**src/rtl/core_if.sv**
```systemverilog
// ----------------------------------------------------------------------------
// core_if - instruction fetch stage
//
// Generates the fetch PC, issues in-order reads on a simple instruction bus,
// predecodes returned words for static branch prediction (JAL and backward
// conditional branches are predicted taken) and buffers fetched instructions
// for the decode stage behind a valid/ready handshake. A redirect from the
// execute stage (flush_en) has the highest priority.
//
// Ports
//   clk          core clock
//   rest         asynchronous active-high reset
//   ibus_addr    read address (word aligned, equals the fetch PC)
//   ibus_valid   read request
//   ibus_ready   request accepted when ibus_valid && ibus_ready
//   ibus_rvalid  read data valid, responses return in request order
//   ibus_rdata   instruction word
//   flush_en     execute-stage redirect/flush
//   flush_pc     redirect target
//   if_istr      instruction to decode
//   if_pc        PC of if_istr
//   if_valid     if_istr/if_pc/if_jump valid
//   if_jump      entry was predicted taken and fetch already redirected
//   if_ready     decode accepts; transfer on if_valid && if_ready
// ----------------------------------------------------------------------------
`timescale 1ns/1ps

module core_if #(
    parameter logic [31:0] RESET_PC   = 32'h0000_0000,
    parameter int          FIFO_DEPTH = 2
) (
    input  logic        clk,
    input  logic        rest,
    output logic [31:0] ibus_addr,
    output logic        ibus_valid,
    input  logic        ibus_ready,
    input  logic        ibus_rvalid,
    input  logic [31:0] ibus_rdata,
    input  logic        flush_en,
    input  logic [31:0] flush_pc,
    output logic [31:0] if_istr,
    output logic [31:0] if_pc,
    output logic        if_valid,
    output logic        if_jump,
    input  logic        if_ready
);

    localparam int              PW      = $clog2(FIFO_DEPTH);
    localparam int              CW      = PW + 1;
    localparam logic [CW-1:0]   DEPTH_C = CW'(FIFO_DEPTH);

    localparam logic [6:0] OP_JAL    = 7'b1101111;
    localparam logic [6:0] OP_BRANCH = 7'b1100011;

    // ------------------------------------------------------------------
    // State
    // ------------------------------------------------------------------
    logic [31:0]   fetch_pc_reg, fetch_pc_next;
    logic [CW-1:0] outstanding_reg, outstanding_next;
    logic [CW-1:0] drop_cnt_reg, drop_cnt_next;

    logic [PW-1:0] buf_rd_reg, buf_wr_reg;
    logic [CW-1:0] buf_count_reg;
    logic [PW-1:0] pcq_rd_reg, pcq_wr_reg;

    // Per-entry storage lives in the generate blocks; these arrays expose it
    // for the read muxes.
    logic [31:0] buf_istr_arr [FIFO_DEPTH];
    logic [31:0] buf_pc_arr   [FIFO_DEPTH];
    logic        buf_jump_arr [FIFO_DEPTH];
    logic [31:0] pcq_arr      [FIFO_DEPTH];

    // ------------------------------------------------------------------
    // Bus request side
    // ------------------------------------------------------------------
    logic credit;
    logic accept;

    // Every buffered entry plus every read in flight holds one credit, so a
    // response can always be stored without back-pressuring the bus.
    assign credit     = ({1'b0, buf_count_reg} + {1'b0, outstanding_reg}) < {1'b0, DEPTH_C};
    assign ibus_valid = !rest && !flush_en && credit;
    assign ibus_addr  = fetch_pc_reg;
    assign accept     = ibus_valid && ibus_ready;

    // ------------------------------------------------------------------
    // Response side and predecode
    // ------------------------------------------------------------------
    logic        resp;
    logic        keep;
    logic        push;
    logic        pop;
    logic [31:0] resp_pc;
    logic        is_jal;
    logic        is_bwd_br;
    logic        predict;
    logic [31:0] jal_off;
    logic [31:0] br_off;
    logic [31:0] target;

    // A response with nothing outstanding is a protocol error and is ignored.
    assign resp    = ibus_rvalid && (outstanding_reg != '0);
    assign resp_pc = pcq_arr[pcq_rd_reg];
    assign keep    = resp && (drop_cnt_reg == '0);

    assign is_jal    = (ibus_rdata[6:0] == OP_JAL);
    assign is_bwd_br = (ibus_rdata[6:0] == OP_BRANCH) && ibus_rdata[31];

    assign jal_off = {{11{ibus_rdata[31]}}, ibus_rdata[31], ibus_rdata[19:12],
                      ibus_rdata[20], ibus_rdata[30:21], 1'b0};
    assign br_off  = {{19{ibus_rdata[31]}}, ibus_rdata[31], ibus_rdata[7],
                      ibus_rdata[30:25], ibus_rdata[11:8], 1'b0};
    assign target  = resp_pc + (is_jal ? jal_off : br_off);

    assign predict = keep && (is_jal || is_bwd_br);
    assign push    = keep && !flush_en;

    // ------------------------------------------------------------------
    // Decode side
    // ------------------------------------------------------------------
    assign if_valid = (buf_count_reg != '0);
    assign pop      = if_valid && if_ready && !flush_en;
    assign if_istr  = buf_istr_arr[buf_rd_reg];
    assign if_pc    = buf_pc_arr[buf_rd_reg];
    assign if_jump  = buf_jump_arr[buf_rd_reg];

    // ------------------------------------------------------------------
    // Next-state logic for fetch PC and drop counter
    // ------------------------------------------------------------------
    assign outstanding_next = outstanding_reg + CW'(accept) - CW'(resp);

    always_comb begin
        fetch_pc_next = fetch_pc_reg;
        drop_cnt_next = drop_cnt_reg;

        if (resp && (drop_cnt_reg != '0)) begin
            drop_cnt_next = drop_cnt_reg - 1'b1;
        end
        if (accept) begin
            fetch_pc_next = fetch_pc_reg + 32'd4;
        end
        // Redirects discard everything still in flight after this cycle,
        // including a request accepted in this very cycle.
        if (predict) begin
            fetch_pc_next = target;
            drop_cnt_next = outstanding_next;
        end
        if (flush_en) begin
            fetch_pc_next = flush_pc;
            drop_cnt_next = outstanding_next;
        end
    end

    // ------------------------------------------------------------------
    // Control registers
    // ------------------------------------------------------------------
    always_ff @(posedge clk or posedge rest) begin
        if (rest) begin
            fetch_pc_reg    <= RESET_PC;
            outstanding_reg <= '0;
            drop_cnt_reg    <= '0;
            pcq_rd_reg      <= '0;
            pcq_wr_reg      <= '0;
            buf_rd_reg      <= '0;
            buf_wr_reg      <= '0;
            buf_count_reg   <= '0;
        end else begin
            fetch_pc_reg    <= fetch_pc_next;
            outstanding_reg <= outstanding_next;
            drop_cnt_reg    <= drop_cnt_next;

            // The PC queue tracks bus reads and is not affected by a flush:
            // the dropped responses still arrive and must be matched.
            if (accept) begin
                pcq_wr_reg <= pcq_wr_reg + 1'b1;
            end
            if (resp) begin
                pcq_rd_reg <= pcq_rd_reg + 1'b1;
            end

            if (flush_en) begin
                buf_rd_reg    <= '0;
                buf_wr_reg    <= '0;
                buf_count_reg <= '0;
            end else begin
                if (push) begin
                    buf_wr_reg <= buf_wr_reg + 1'b1;
                end
                if (pop) begin
                    buf_rd_reg <= buf_rd_reg + 1'b1;
                end
                buf_count_reg <= buf_count_reg + CW'(push) - CW'(pop);
            end
        end
    end

    // ------------------------------------------------------------------
    // Per-entry storage: instruction buffer and in-order PC queue
    // ------------------------------------------------------------------
    genvar gi;
    generate
        for (gi = 0; gi < FIFO_DEPTH; gi++) begin : g_entry
            logic [31:0] istr_reg;
            logic [31:0] pc_reg;
            logic        jump_reg;
            logic [31:0] req_pc_reg;

            always_ff @(posedge clk or posedge rest) begin
                if (rest) begin
                    istr_reg   <= '0;
                    pc_reg     <= '0;
                    jump_reg   <= 1'b0;
                    req_pc_reg <= '0;
                end else begin
                    if (push && (buf_wr_reg == PW'(gi))) begin
                        istr_reg <= ibus_rdata;
                        pc_reg   <= resp_pc;
                        jump_reg <= predict;
                    end
                    if (accept && (pcq_wr_reg == PW'(gi))) begin
                        req_pc_reg <= fetch_pc_reg;
                    end
                end
            end

            assign buf_istr_arr[gi] = istr_reg;
            assign buf_pc_arr[gi]   = pc_reg;
            assign buf_jump_arr[gi] = jump_reg;
            assign pcq_arr[gi]      = req_pc_reg;
        end
    endgenerate

    // ------------------------------------------------------------------
    // Simulation checks: credit accounting must make overflow impossible
    // ------------------------------------------------------------------
    a_buf_no_overflow : assert property (@(posedge clk) disable iff (rest)
        (push && !pop) |-> (buf_count_reg < DEPTH_C));

    a_pcq_no_overflow : assert property (@(posedge clk) disable iff (rest)
        (accept && !resp) |-> (outstanding_reg < DEPTH_C));

endmodule

```
**config.mk**
```make
export PLATFORM = sky130hd
export DESIGN_NAME = core_if
export DESIGN_NICKNAME = d
export VERILOG_FILES = /design/src/rtl/core_if.sv
export SDC_FILE = /design/constraint.sdc
export NUM_CORES = 1
export LEC_CHECK = 0
export ABC_AREA = 1
export CAP_MARGIN = 0
export CORE_MARGIN = 10
export CORE_UTILIZATION = 30
export CTS_BUF_LIST = sky130_fd_sc_hd__clkbuf_4 sky130_fd_sc_hd__clkbuf_8
export DETAILED_ROUTE_END_ITERATION = 8
export HOLD_SLACK_MARGIN = 0.03
export PLACE_DENSITY = 0.51
export REMOVE_ABC_BUFFERS = 1
export SLEW_MARGIN = 10
export SYNTH_ARGS = -nofsm -noshare
export SYNTH_HDL_FRONTEND = slang
export SYNTH_SLANG_ARGS = --single-unit
```
**constraint.sdc**
```tcl
create_clock -name clk -period 8.25 [get_ports clk]
set_clock_uncertainty 0.1 [all_clocks]
set_input_delay 0.825 -clock clk [delete_from_list [all_inputs] [get_ports clk]]
set_output_delay 0.825 -clock clk [all_outputs]
set_load 0.01 [all_outputs]
```
* Word level (Yosys, flattened, before mapping)
Cells that the tools add are included.
Storage, ports and cells: bits in registers 236, input bits 70, output and inout bits 99, word-level logic and storage cells 87
Operators by class: add/subtract/negate cells 12, order comparisons 3, equal/unequal tests 2, multiplexer cells 24, bitwise logic cells 4, reductions and logical operators 26
Operator list (count):
- 32-bit two-way mux | 12
- 32-bit by 3-bit adder with 32-bit output (second input constant) | 1
- 32-bit adder | 1
- 20-bit two-way mux | 1
- 1-bit logical AND | 15
- 7-bit == test (second input constant) | 2
- 2-bit nonzero test | 5
- 2-bit two-way mux | 4
- 1-bit two-way mux | 7
- 3-bit nonzero test | 2
- 1-bit adder (second input constant) | 4
- 2-bit by 1-bit adder with 2-bit output | 2
- 2-bit >= comparator (second input constant) | 2
- 1-bit NOT with 2-bit output | 2
- 2-bit by 1-bit subtractor with 2-bit output | 2
- 2-bit by 2-bit adder with 3-bit output | 1
- 3-bit by 2-bit less-than comparator with 1-bit output (second input constant) | 1
- 1-bit zero test | 2
- 2-bit zero test | 1
- 1-bit NOT | 2
- 2-bit by 1-bit subtractor with 2-bit output (second input constant) | 1
- 1-bit logical OR | 1

* Logic depth before layout (Yosys ltp)
Gate-level depths: netlist of the first run.
depth in word-level cells 8, mapped depth 22, mapped depth without buffers 20

* Least setup slack after synthesis of the first run
OpenSTA, ideal clock, no wires.
path kind input port to flip-flop, start in rest, end reg drop_cnt_reg[1], library setup time 146 ps, arrival time 7201 ps, slack 803 ps, cell stages on the path 10, path buffers 0, path through inv_1 -> nand3_1 -> inv_2 -> nand2_1 -> ha_1 -> inv_1 -> ha_1 -> xnor2_1 -> nand2_1 -> o311ai_0
Between the ends: word-level cells in the longest chain between the ends 8
RTL lines:
- start, declared | line 33 | input logic rest,
- 1-bit zero test (no line) (*)
- 1-bit logical AND (*) (2 in a row) | line 82 | assign ibus_valid = !rest && !flush_en && credit;
- net ibus_valid | line 35 | output logic ibus_valid,
- 1-bit logical AND (*) | line 84 | assign accept = ibus_valid && ibus_ready;
- 2-bit by 1-bit adder with 2-bit output (*) | line 130 | assign outstanding_next = outstanding_reg + CW'(accept) - CW'(resp);
- 2-bit by 1-bit subtractor with 2-bit output (*) | line 130
- net outstanding_next[1] | line 59 | logic [CW-1:0] outstanding_reg, outstanding_next;
- 2-bit two-way mux | line 144 | if (predict) begin
- 2-bit two-way mux (*) | line 148 | if (flush_en) begin
- end signal, assigned | line 170 | drop_cnt_reg <= drop_cnt_next;
- end, declared | line 60 | logic [CW-1:0] drop_cnt_reg, drop_cnt_next;
Mark *: on every way through the listed nets, which the timed path passes. The rest lies on a longest branch. A chain may end at the register's enable or synchronous reset.

* Final worst setup path of the first run
start in flush_en, end out ibus_valid
Between the ends: word-level cells in the longest chain between the ends 3
RTL lines:
- start, declared | line 39 | input logic flush_en,
- 1-bit zero test | line 82
- 1-bit logical AND (2 in a row) | line 82
- end, declared | line 35
Every way passes these cells.

==> run summary, run 1 <==
### Critical path
• flush_en — launch point of the critical path
• pcq_rd_reg$_DFFE_PP0P_ — worst reg2reg path startpoint
• 3.80 ns — endpoint arrival time on the critical path
• in -> out — start-to-end type of the worst setup path
• primary input — startpoint class of the critical path
• 7.32 ns — Crit path required time
• 36 — Max Fanout on Critical Path
• primary output — type of element capturing the critical path

### Floorplan
• 234 microns — Chip Height
• 0.0549 sq mm — die area
• 0.0454 sq mm — area inside the core boundary
• 169 — I/O pin cnt
• 30.4% — Initial Util
• 78 — FP Rows
• 234 microns — Die Span X

### Finish
• 7.83% — fraction of final layout cells with drive strength greater than 1
• 0.0169 sq mm — post-route standard cell area excluding fillers
• 2160 — number of nets in the finished design
• sky130_fd_sc_hd__nand2_1, sky130_fd_sc_hd__dfrtp_1, sky130_fd_sc_hd__o21ai_0 — commonest cells after routing, fill and taps aside
• 37.1% — Final Util
• 22.3% — area grow syn2layout
• 0.00661 sq mm — area of the multi-input gates
• 4855 — fill cell instance count of the final layout
• 0.00591 sq mm — Reg area
• sky130_fd_sc_hd__nand2_1 — most common cell after layout, fill and taps aside

### Global routing
• 1 — number of antenna violations at the first check in global routing
• met2 — busiest layer in global routing
• 75.8 mm — global-route wire length before repair
• 24.1% — fraction of met1 tracks used by global routing
• 12800 — vias in the first global route
• 111 — largest net degree at the start of global routing
• 0 — residual overflow from global routing
• 3.53% — grt met3 use
• 17.8% — overall global routing resource usage
• 28.4% — met2 Resource Use GR

### Placed design
• 168 — quantity of I/O buffers inserted on ports
• 0.866 — final estimated routing congestion in global placement
• 0.0159 sq mm — Post-Place Cell Area
• 35.5 mm — estimated wirelength of the detail-placed design

### STA
• 212 MHz — Max Freq
• 4.72 ns — final worst path period need
• 0 — Final Hold Fails
• 26.3% — Relative slew margins
• 0 ns — final setup TNS
• no — setup repair after global routing missed its margin
• 57.2% — Final period util
• 1.11 ns — worst-margin pin slew
• 0 — number of pins with negative max-slew slack in the final report
• 0 — endpoints failing setup

### Route
• 0 — antenna-violating nets left
• 48.7 mm — final wirelength
• 1067 — Iter 0 DRT Violations
• 12800 — total vias in the final route
• 7 — Initial DRT Pass Iterations
• 4.78 — via density per instance
• 18.1 microns — average detailed-routed wire length per instance
• 0 — post-detailed-route DRC marker count

### Run
• 0 — count of max-cap constraint violations

### Synthesis
• 1900 — synthesized instance count
• 3.74% — adder-cell share of the synthesized area
• 42.8% — share of the synthesized area in the top cell type
• 12.0% — share of the synthesized area in compound gates (AO/OA/AOI/OAI)
• 0.0138 sq mm — Netlist Area Pre-Place
• 42.8% — sequential area share after synthesis
• 100% — proportion of register bits with asynchronous set or reset after synthesis
• simple AND/OR/NAND/NOR gates — dominant combinational cell family by area after synthesis
• sky130_fd_sc_hd__dfrtp_1 — top flip-flop cell by instance count after synthesis
• 45 — Synth cell types
• sky130_fd_sc_hd__dfrtp_1 — biggest area consumer among synthesized cells
• 28.0% — area share of and/or/nand/nor cells after synthesis
• 236 — flops & latches, synth
• 0 — warnings from Yosys
• 7.25 sq um — average size of a mapped cell
• 0 — Post-synth EDFFs
• sky130_fd_sc_hd__dfrtp_1, sky130_fd_sc_hd__nand2_1, sky130_fd_sc_hd__o21ai_0, sky130_fd_sc_hd__inv_1, sky130_fd_sc_hd__ha_1 — top post-synthesis cells by area
• 1.59% — xor-xnor portion of the synthesized cell area
• 2.61% — multiplexer share of the synthesized area

### Clocking
• 0 — CTS Hold Bufs
• 0.62 ns — clock insertion delay at the later pin of the skew report
• 0 — total setup buffers inserted after CTS
• done — CTS tree
• 0 — post-cts sizing count
• 2 — CTS H-Tree Depth
• sky130_fd_sc_hd__clkbuf_8 — buffer type at the clock tree root
• 236 — total clock sinks
• 3 — Clock Tree Buf Depth
• 46 — CTS buffer count
• 0.05 ns — clk slew on worst S/H paths

### Worst hold path
• reg -> reg — path class of the lowest-slack min-delay path
• g_entry[1].pc_reg[1]$_DFFE_PP0P_ — HP Start

### Power
• 0.000107 V — largest vdd supply drop
• 0.00824 uW — leakage power summed over all cells
• 348 mW/mm^2 — total power divided by cell area
• 5860 uW — post-layout power

### Run status
• finished clean — run status

[layer usage]
| layer | wire length [microns] | up-vias |
|---|---|---|
| met5 | 0 | - |
| met4 | 892 | 0 |
| met3 | 2810 | 55 |
| met2 | 22100 | 336 |
| met1 | 22900 | 6138 |
| li1 | - | 6286 |
[cells in the mapped netlist, types with 20 or more instances]
cell type                  number
sky130_fd_sc_hd__nor2_1       112
sky130_fd_sc_hd__buf_2         22
sky130_fd_sc_hd__nand2_1      705
sky130_fd_sc_hd__inv_1        219
sky130_fd_sc_hd__mux2_2        31
sky130_fd_sc_hd__ha_1          38
sky130_fd_sc_hd__o21ai_0      224
sky130_fd_sc_hd__clkbuf_1      42
sky130_fd_sc_hd__xor2_1        20
sky130_fd_sc_hd__a21oi_1       39
sky130_fd_sc_hd__dfrtp_1      236
sky130_fd_sc_hd__o21ai_1       21
sky130_fd_sc_hd__nand3_1       66
[cell families after synthesis]
family	after synthesis
flops	236
compound gates	314
mux	32
xor+xnor	25
simple gates	948
buf+inv	305
fa+ha+maj	40
[worst max-delay path: stages]
cell and delay (ns):
sky130_fd_sc_hd__clkdlybuf4s50_1 0.98, sky130_fd_sc_hd__inv_2 0.58, sky130_fd_sc_hd__buf_4 0.57, sky130_fd_sc_hd__nand3_1 0.19, sky130_fd_sc_hd__inv_2 0.09, sky130_fd_sc_hd__clkdlybuf4s50_1 0.54
[area by class of cell]
type	count	share of cell area (%)
Antenna cell	1	0.0148
Clock buffer	73	5.33
Clock inverter	7	0.275
Inverter	226	5.08
Multi-Input combinational cell	1359	39.2
Sequential cell	236	35.1
Tap cell	600	4.45
Timing Repair Buffer	181	10.6
[worst paths after layout]
check	slack, ns	endpoint	depth (start not counted)
hold reg to reg	0.37	g_entry[1].pc_reg[1]$_DFFE_PP0P_	2
setup reg to reg	4.48	ibus_addr[27]$_DFFE_PP0P_	15
setup / recovery	3.53	ibus_valid	6
min in group asynchronous	0.57	g_entry[0].istr_reg[1]$_DFFE_PP0P_	2
max in group asynchronous	5.45	buf_rd_reg$_DFFE_PP0P_	4
hold / removal	0.37	g_entry[1].pc_reg[1]$_DFFE_PP0P_	2
[report_power, final]
| part | internal (uW) | total [uW] | switching [uW] |
|---|---|---|---|
| Sequential | 1630 | 1910 | 283 |
| Clock | 688 | 1210 | 523 |
| Combinational | 1100 | 2740 | 1640 |
[per-stage QoR]
step	cells	setup slack [ns]	hold slack (ns)
2_1_floorplan	1821	0.490	0.342
3_3_place_gp	2602	3.24	0.354
3_5_place_dp	2602	3.20	0.358
4_1_cts	2682	3.56	0.372
5_1_grt	2683	3.42	0.395
6_report	2683	3.53	0.368
Power figures use the tool's default switching activity.
==> run 2: changes to the inputs <==
- clock period: 8.25 -> 4.75 ns (I/O delays scaled with it)
==> run 2 against run 1 <==
  * Critical path depth is 10 higher
  * Global-route usage is 0.085 points lower
  * Clock-buffer cell count is 1 higher
  * Worst hold slack worse by 0.12 ns
  * Die area stayed put
  * Sequential share of layout area is 0.38 points lower
  * First-iteration DRC count is 12% lower
  * Design area is 1.1% higher
  * Non-clock buffer count is 11 higher
  * Power is 75% higher
  * Via count is 0.64% lower
  * Critical path type is now in -> reg
  * Critical endpoint is now ibus_addr[23]$_DFFE_PP0P_
  * Highest routed layer unchanged
==> run summary, run 2 (synthesized netlist as in run 1, its figures left out) <==
### Critical path
• 4.01 ns — endpoint arrival time on the critical path
• 12 — Max Fanout on Critical Path
• 17 — number of cells on the worst reg-to-reg path
• flip-flop — type of element capturing the critical path
• in -> reg — start-to-end type of the worst setup path
• 1.49 ns — worst reg2reg setup slack
• 5.20 ns — Crit path required time
• primary input — startpoint class of the critical path

### Global routing
• 81 — largest net degree at the start of global routing
• 12600 — vias in the first global route
• 0 — residual overflow from global routing
• 75.3 mm — global-route wire length before repair
• 17.7% — overall global routing resource usage
• 1 — number of antenna violations at the first check in global routing

### Power
• 0.00834 uW — leakage power summed over all cells
• 0.000189 V — largest vdd supply drop
• 603 mW/mm^2 — total power divided by cell area

### STA
• 42.5% — Relative slew margins
• no — setup repair after global routing missed its margin
• 0 — endpoints failing setup
• 0 — number of pins with negative max-slew slack in the final report
• 0.243 ns — worst hold-check slack
• 0 — Final Hold Fails
• 0.861 ns — worst-margin pin slew
• 0 ns — final setup TNS
• 3.56 ns — final worst path period need
• 74.9% — Final period util
• 281 MHz — Max Freq

### Finish
• 0.00591 sq mm — Reg area
• 8.49% — fraction of final layout cells with drive strength greater than 1
• 2171 — number of nets in the finished design
• 37.5% — Final Util
• 2698 — post-route insts no fill
• 0.0170 sq mm — post-route standard cell area excluding fillers
• 0.00661 sq mm — area of the multi-input gates
• 4839 — fill cell instance count of the final layout
• sky130_fd_sc_hd__nand2_1, sky130_fd_sc_hd__dfrtp_1, sky130_fd_sc_hd__o21ai_0 — commonest cells after routing, fill and taps aside
• 23.6% — area grow syn2layout
• sky130_fd_sc_hd__nand2_1 — most common cell after layout, fill and taps aside

### Placed design
• 36.5 mm — estimated wirelength of the detail-placed design
• 168 — quantity of I/O buffers inserted on ports
• 0.0161 sq mm — Post-Place Cell Area
• 2613 — Placed Cells incl. Taps
• 0.915 — final estimated routing congestion in global placement

### Floorplan
• 0.0454 sq mm — area inside the core boundary
• 234 microns — Die Span X
• 169 — I/O pin cnt
• 30.4% — Initial Util
• 0.0549 sq mm — die area
• 234 microns — Chip Height
• 78 — FP Rows

### Run status
• finished clean — run status

### Clocking
• 0.62 ns — clock insertion delay at the later pin of the skew report
• 236 — total clock sinks
• 46 — CTS buffer count
• sky130_fd_sc_hd__clkbuf_8 — buffer type at the clock tree root
• 0 — total setup buffers inserted after CTS
• 3 — Clock Tree Buf Depth
• 0.06 ns — clk slew on worst S/H paths
• 0 — post-cts sizing count
• done — CTS tree
• 0 — CTS Hold Bufs
• 2 — CTS H-Tree Depth

### Run
• 0 — count of max-cap constraint violations

### Route
• 12700 — total vias in the final route
• 4.72 — via density per instance
• 0 — antenna-violating nets left
• 17.9 microns — average detailed-routed wire length per instance
• 0 — post-detailed-route DRC marker count
• 5 — Initial DRT Pass Iterations
• 941 — Iter 0 DRT Violations
• 48.3 mm — final wirelength

### Worst hold path
• in -> async — path class of the lowest-slack min-delay path

==> run 2: changes by cell type in the layout (fill, tap and decap cells not counted) <==
cell	before	now
sky130_fd_sc_hd__buf_12	0	6
sky130_fd_sc_hd__inv_6	0	1
sky130_fd_sc_hd__clkinvlp_4	2	0
sky130_fd_sc_hd__clkbuf_4	17	21
sky130_fd_sc_hd__clkinv_2	4	7
sky130_fd_sc_hd__clkbuf_8	56	53
sky130_fd_sc_hd__buf_4	13	18
sky130_fd_sc_hd__bufinv_16	0	1
==> run 2: stage by stage <==
stage / power, uW / worst slack (ns)
after floorplan: 6160 / -2.66
after global placement: 8100 / 0.643
after detailed placement: 8160 / 0.653
after CTS: 10400 / 1.31
after global routing: 11200 / 0.916
final: 10300 / 1.19
==> run 2: cell type report <==
class,instances,area share [%]
multi-input cells,1359,38.8
flip-flops and latches,236,34.7
repair buffers,192,11.4
clock buffers,74,5.21
inverters,226,5.02
well taps,600,4.41
clock inverters,10,0.499
diodes,1,0.0147
==> run 2: path summary, 6_finish.rpt <==
check,from,end
max in group asynchronous,rest,buf_rd_reg$_DFFE_PP0P_
worst max-delay path,ibus_rdata[5],ibus_addr[23]$_DFFE_PP0P_
min in group clk,if_ready,buf_rd_reg$_DFFE_PP0P_
worst min register to register,g_entry[1].istr_reg[0]$_DFFE_PP0P_,g_entry[1].istr_reg[0]$_DFFE_PP0P_
worst max register to register,pcq_rd_reg$_DFFE_PP0P_,ibus_addr[23]$_DFFE_PP0P_
worst min-delay path,rest,g_entry[0].istr_reg[3]$_DFFE_PP0P_
==> run 2: layer usage <==
metal	part of all wire [%]	track usage, %	vias up
met1	47	24.2	6009
met3	6.0	3.21	64
met4	2.2	5.47	0
li1	-	-	6326
met2	45	27.9	334
met5	0	0	-
==> run 2: power by group <==
group	total (uW)	switching, uW	leakage [uW]	internal (uW)
logic	4840	2910	0.00478	1930
registers	3280	447	0.00303	2830
clock network	2160	922	0.000530	1240
total	10300	4280	0.00834	6000
==> run 2: critical path, stage by stage <==
cell	delay (ns)
sky130_fd_sc_hd__clkdlybuf4s50_1	0.47
sky130_fd_sc_hd__inv_1	0.06
sky130_fd_sc_hd__nor3_2	0.23
sky130_fd_sc_hd__nand2_1	0.38
sky130_fd_sc_hd__buf_4	0.31
sky130_fd_sc_hd__o21ai_0	0.15
sky130_fd_sc_hd__inv_1	0.07
sky130_fd_sc_hd__ha_1	0.43
sky130_fd_sc_hd__nand2_1	0.13
sky130_fd_sc_hd__nor4_1	0.51
sky130_fd_sc_hd__nand2_1	0.10
sky130_fd_sc_hd__nand2_1	0.10
sky130_fd_sc_hd__nor2_1	0.04
sky130_fd_sc_hd__o21ai_0	0.36
sky130_fd_sc_hd__nand2_1	0.11
sky130_fd_sc_hd__nand2_1	0.07
==> run 3: changes to the inputs <==
- PLACE_DENSITY: 0.51 -> 0.53
- clock period: 4.75 -> 2.89 ns (I/O delays scaled with it)
==> run 3 against run 2 <==
  * Combinational power grew 110%
  * Critical path depth stayed put
  * Register-to-register slack worse by 1.4 ns
  * Sequential share of layout area is 3.1 points lower
  * Cell count increased by 4.3%
  * Largest power group unchanged
  * Utilization is 3.7 points higher
  * Clock power increased by 76%
  * Largest cell class unchanged
  * Die area is the same
  * Power grew 88%
==> run summary, run 3 (synthesized netlist as in run 1, its figures left out) <==
### Critical path
• sky130_fd_sc_hd__nand2_1 — most used cell along the critical path
• 6 — Max Fanout on Critical Path
• 3.29 ns — Crit path required time
• flip-flop — type of element capturing the critical path
• buf_12 > buf_12 > mux2_4 > ha_4 > buf_4 > nand2_2 > buf_6 > nor4_4 > buf_4 > nand3_1 > nand2_1 > nand2_1 > nand3_2 > nand2_1 > nand2_1 > nand2_1 — critical path, cell by cell
• reg -> reg — start-to-end type of the worst setup path
• sky130_fd_sc_hd__dfrtp_2 — CP max-delay cell
• 0.44 ns — Max stage delay on crit path
• flip-flop — startpoint class of the critical path
• 0.10 ns — worst reg2reg setup slack
• 3.19 ns — endpoint arrival time on the critical path

### Power
• 52.3% — logic gate share of total power
• 11500 uW — Internal Pwr Total
• 19300 uW — post-layout power
• 7800 uW — total net switching power
• 19.7% — part of the total power dissipated in the clock network
• 40.4% — Sw Ratio
• 0.000318 V — largest vdd supply drop
• 1030 mW/mm^2 — total power divided by cell area
• 0.00910 uW — leakage power summed over all cells
• 28.0% — sequential power share

### Route
• 50.3 mm — final wirelength
• 5 — Initial DRT Pass Iterations
• 905 — Iter 0 DRT Violations
• 0 — antenna-violating nets left
• 0 — post-detailed-route DRC marker count
• 13200 — total vias in the final route
• 4.71 — via density per instance
• 17.9 microns — average detailed-routed wire length per instance

### Finish
• 17.7% — fraction of final layout cells with drive strength greater than 1
• 0.00591 sq mm — Reg area
• 0.0187 sq mm — post-route standard cell area excluding fillers
• 2287 — number of nets in the finished design
• 0 — final antenna diode count
• 35.7% — area grow syn2layout
• sky130_fd_sc_hd__nand2_1, sky130_fd_sc_hd__dfrtp_1, sky130_fd_sc_hd__inv_1 — commonest cells after routing, fill and taps aside
• 2813 — post-route insts no fill
• sky130_fd_sc_hd__nand2_1 — most common cell after layout, fill and taps aside
• 4705 — fill cell instance count of the final layout
• 0.00721 sq mm — area of the multi-input gates

### Placed design
• 0.940 — final estimated routing congestion in global placement
• 2715 — Placed Cells incl. Taps
• 0.0169 sq mm — Post-Place Cell Area
• 168 — quantity of I/O buffers inserted on ports
• 37.2 mm — estimated wirelength of the detail-placed design
• -0.659 ns — worst slack, placed

### Floorplan
• 234 microns — Chip Height
• 78 — FP Rows
• 30.4% — Initial Util
• 0.0549 sq mm — die area
• 234 microns — Die Span X
• 0.0454 sq mm — area inside the core boundary
• 169 — I/O pin cnt

### Clocking
• 0 — CTS Hold Bufs
• 0.06 ns — clk slew on worst S/H paths
• 0.64 ns — clock insertion delay at the later pin of the skew report
• 47 — CTS buffer count
• 3 — Clock Tree Buf Depth
• 236 — total clock sinks
• sky130_fd_sc_hd__clkbuf_8 — buffer type at the clock tree root
• 2 — CTS H-Tree Depth
• done — CTS tree

### Run status
• finished clean — run status

### STA
• 0.698 ns — worst-margin pin slew
• 0 — Final Hold Fails
• 0.104 ns — final worst setup slack
• 359 MHz — Max Freq
• 0 ns — final setup TNS
• 96.4% — Final period util
• 53.4% — Relative slew margins
• 0 — number of pins with negative max-slew slack in the final report
• 0 — endpoints failing setup
• 2.79 ns — final worst path period need
• yes — setup repair after global routing missed its margin

### Global routing
• 13100 — vias in the first global route
• 123 — largest net degree at the start of global routing
• 0 — residual overflow from global routing
• 0 — number of antenna violations at the first check in global routing
• 18.1% — overall global routing resource usage
• 77.1 mm — global-route wire length before repair

### Worst hold path
• in -> reg — path class of the lowest-slack min-delay path

### Run
• 0 — count of max-cap constraint violations

-- run 3: power by group through the flow --
stage                     sequential, uW  clock [uW]  combinational [uW]
after global routing                5550        4070               11200
after floorplan                     5360           0                4770
after CTS                           5390        3930                9150
final                               5400        3810               10100
after global placement              5390           0                8870
after detailed placement            5440           0                8940
-- run 3: layout make-up --
cell class	count	area share [%]
Clock buffer	74	4.98
Multi-Input combinational cell	1359	38.5
Clock inverter	11	0.689
Timing Repair Buffer	307	15.6
Tap cell	600	4.01
Sequential cell	236	31.6
Inverter	226	4.57
-- run 3: repair_timing --
item                       4_1_cts  5_1_grt
gates resized for setup         11      134
setup endpoints to repair       29       26
buffers inserted                 6        7
pin swaps                        0       23
-- run 3: worst paths after layout --
check / depth (start not counted) / start / to
worst min-delay path: 3 / if_ready / buf_rd_reg$_DFFE_PP0P_
worst max register to register: 16 / pcq_rd_reg$_DFFE_PP0P_ / ibus_addr[31]$_DFFE_PP0P_
worst max-delay path: 16 / pcq_rd_reg$_DFFE_PP0P_ / ibus_addr[31]$_DFFE_PP0P_
max in group asynchronous: 3 / rest / buf_rd_reg$_DFFE_PP0P_
worst min register to register: 2 / g_entry[1].pc_reg[18]$_DFFE_PP0P_ / g_entry[1].pc_reg[18]$_DFFE_PP0P_
min in group asynchronous: 3 / rest / ibus_addr[15]$_DFFE_PP0P_
-- run 3: worst max-delay path, delay by kind of cell (launching register included) --
family / cells / cell delay (ns)
DFF: 1 / 0.44
buffers and inverters: 5 / 0.71
adders and majority gates: 1 / 0.29
muxes: 1 / 0.32
and+or+nand+nor: 9 / 0.78
-- run 3: per-stage QoR --
stage / hold WS [ns] / utilization (%)
after floorplan: 0.254 / -
after global placement: 0.354 / 37.2
after detailed placement: 0.358 / 37.2
after CTS: 0.101 / 39.8
after global routing: 0.168 / 41.2
final: 0.150 / 41.2
-- run 3: per-layer routing --
| metal | track usage, % | routed length, microns | vias up |
|---|---|---|---|
| li1 | - | - | 6549 |
| met1 | 25.2 | 23600 | 6293 |
| met2 | 28.1 | 22800 | 329 |
| met3 | 3.25 | 2820 | 67 |
| met4 | 5.37 | 1030 | 0 |
| met5 | 0 | 0 | - |
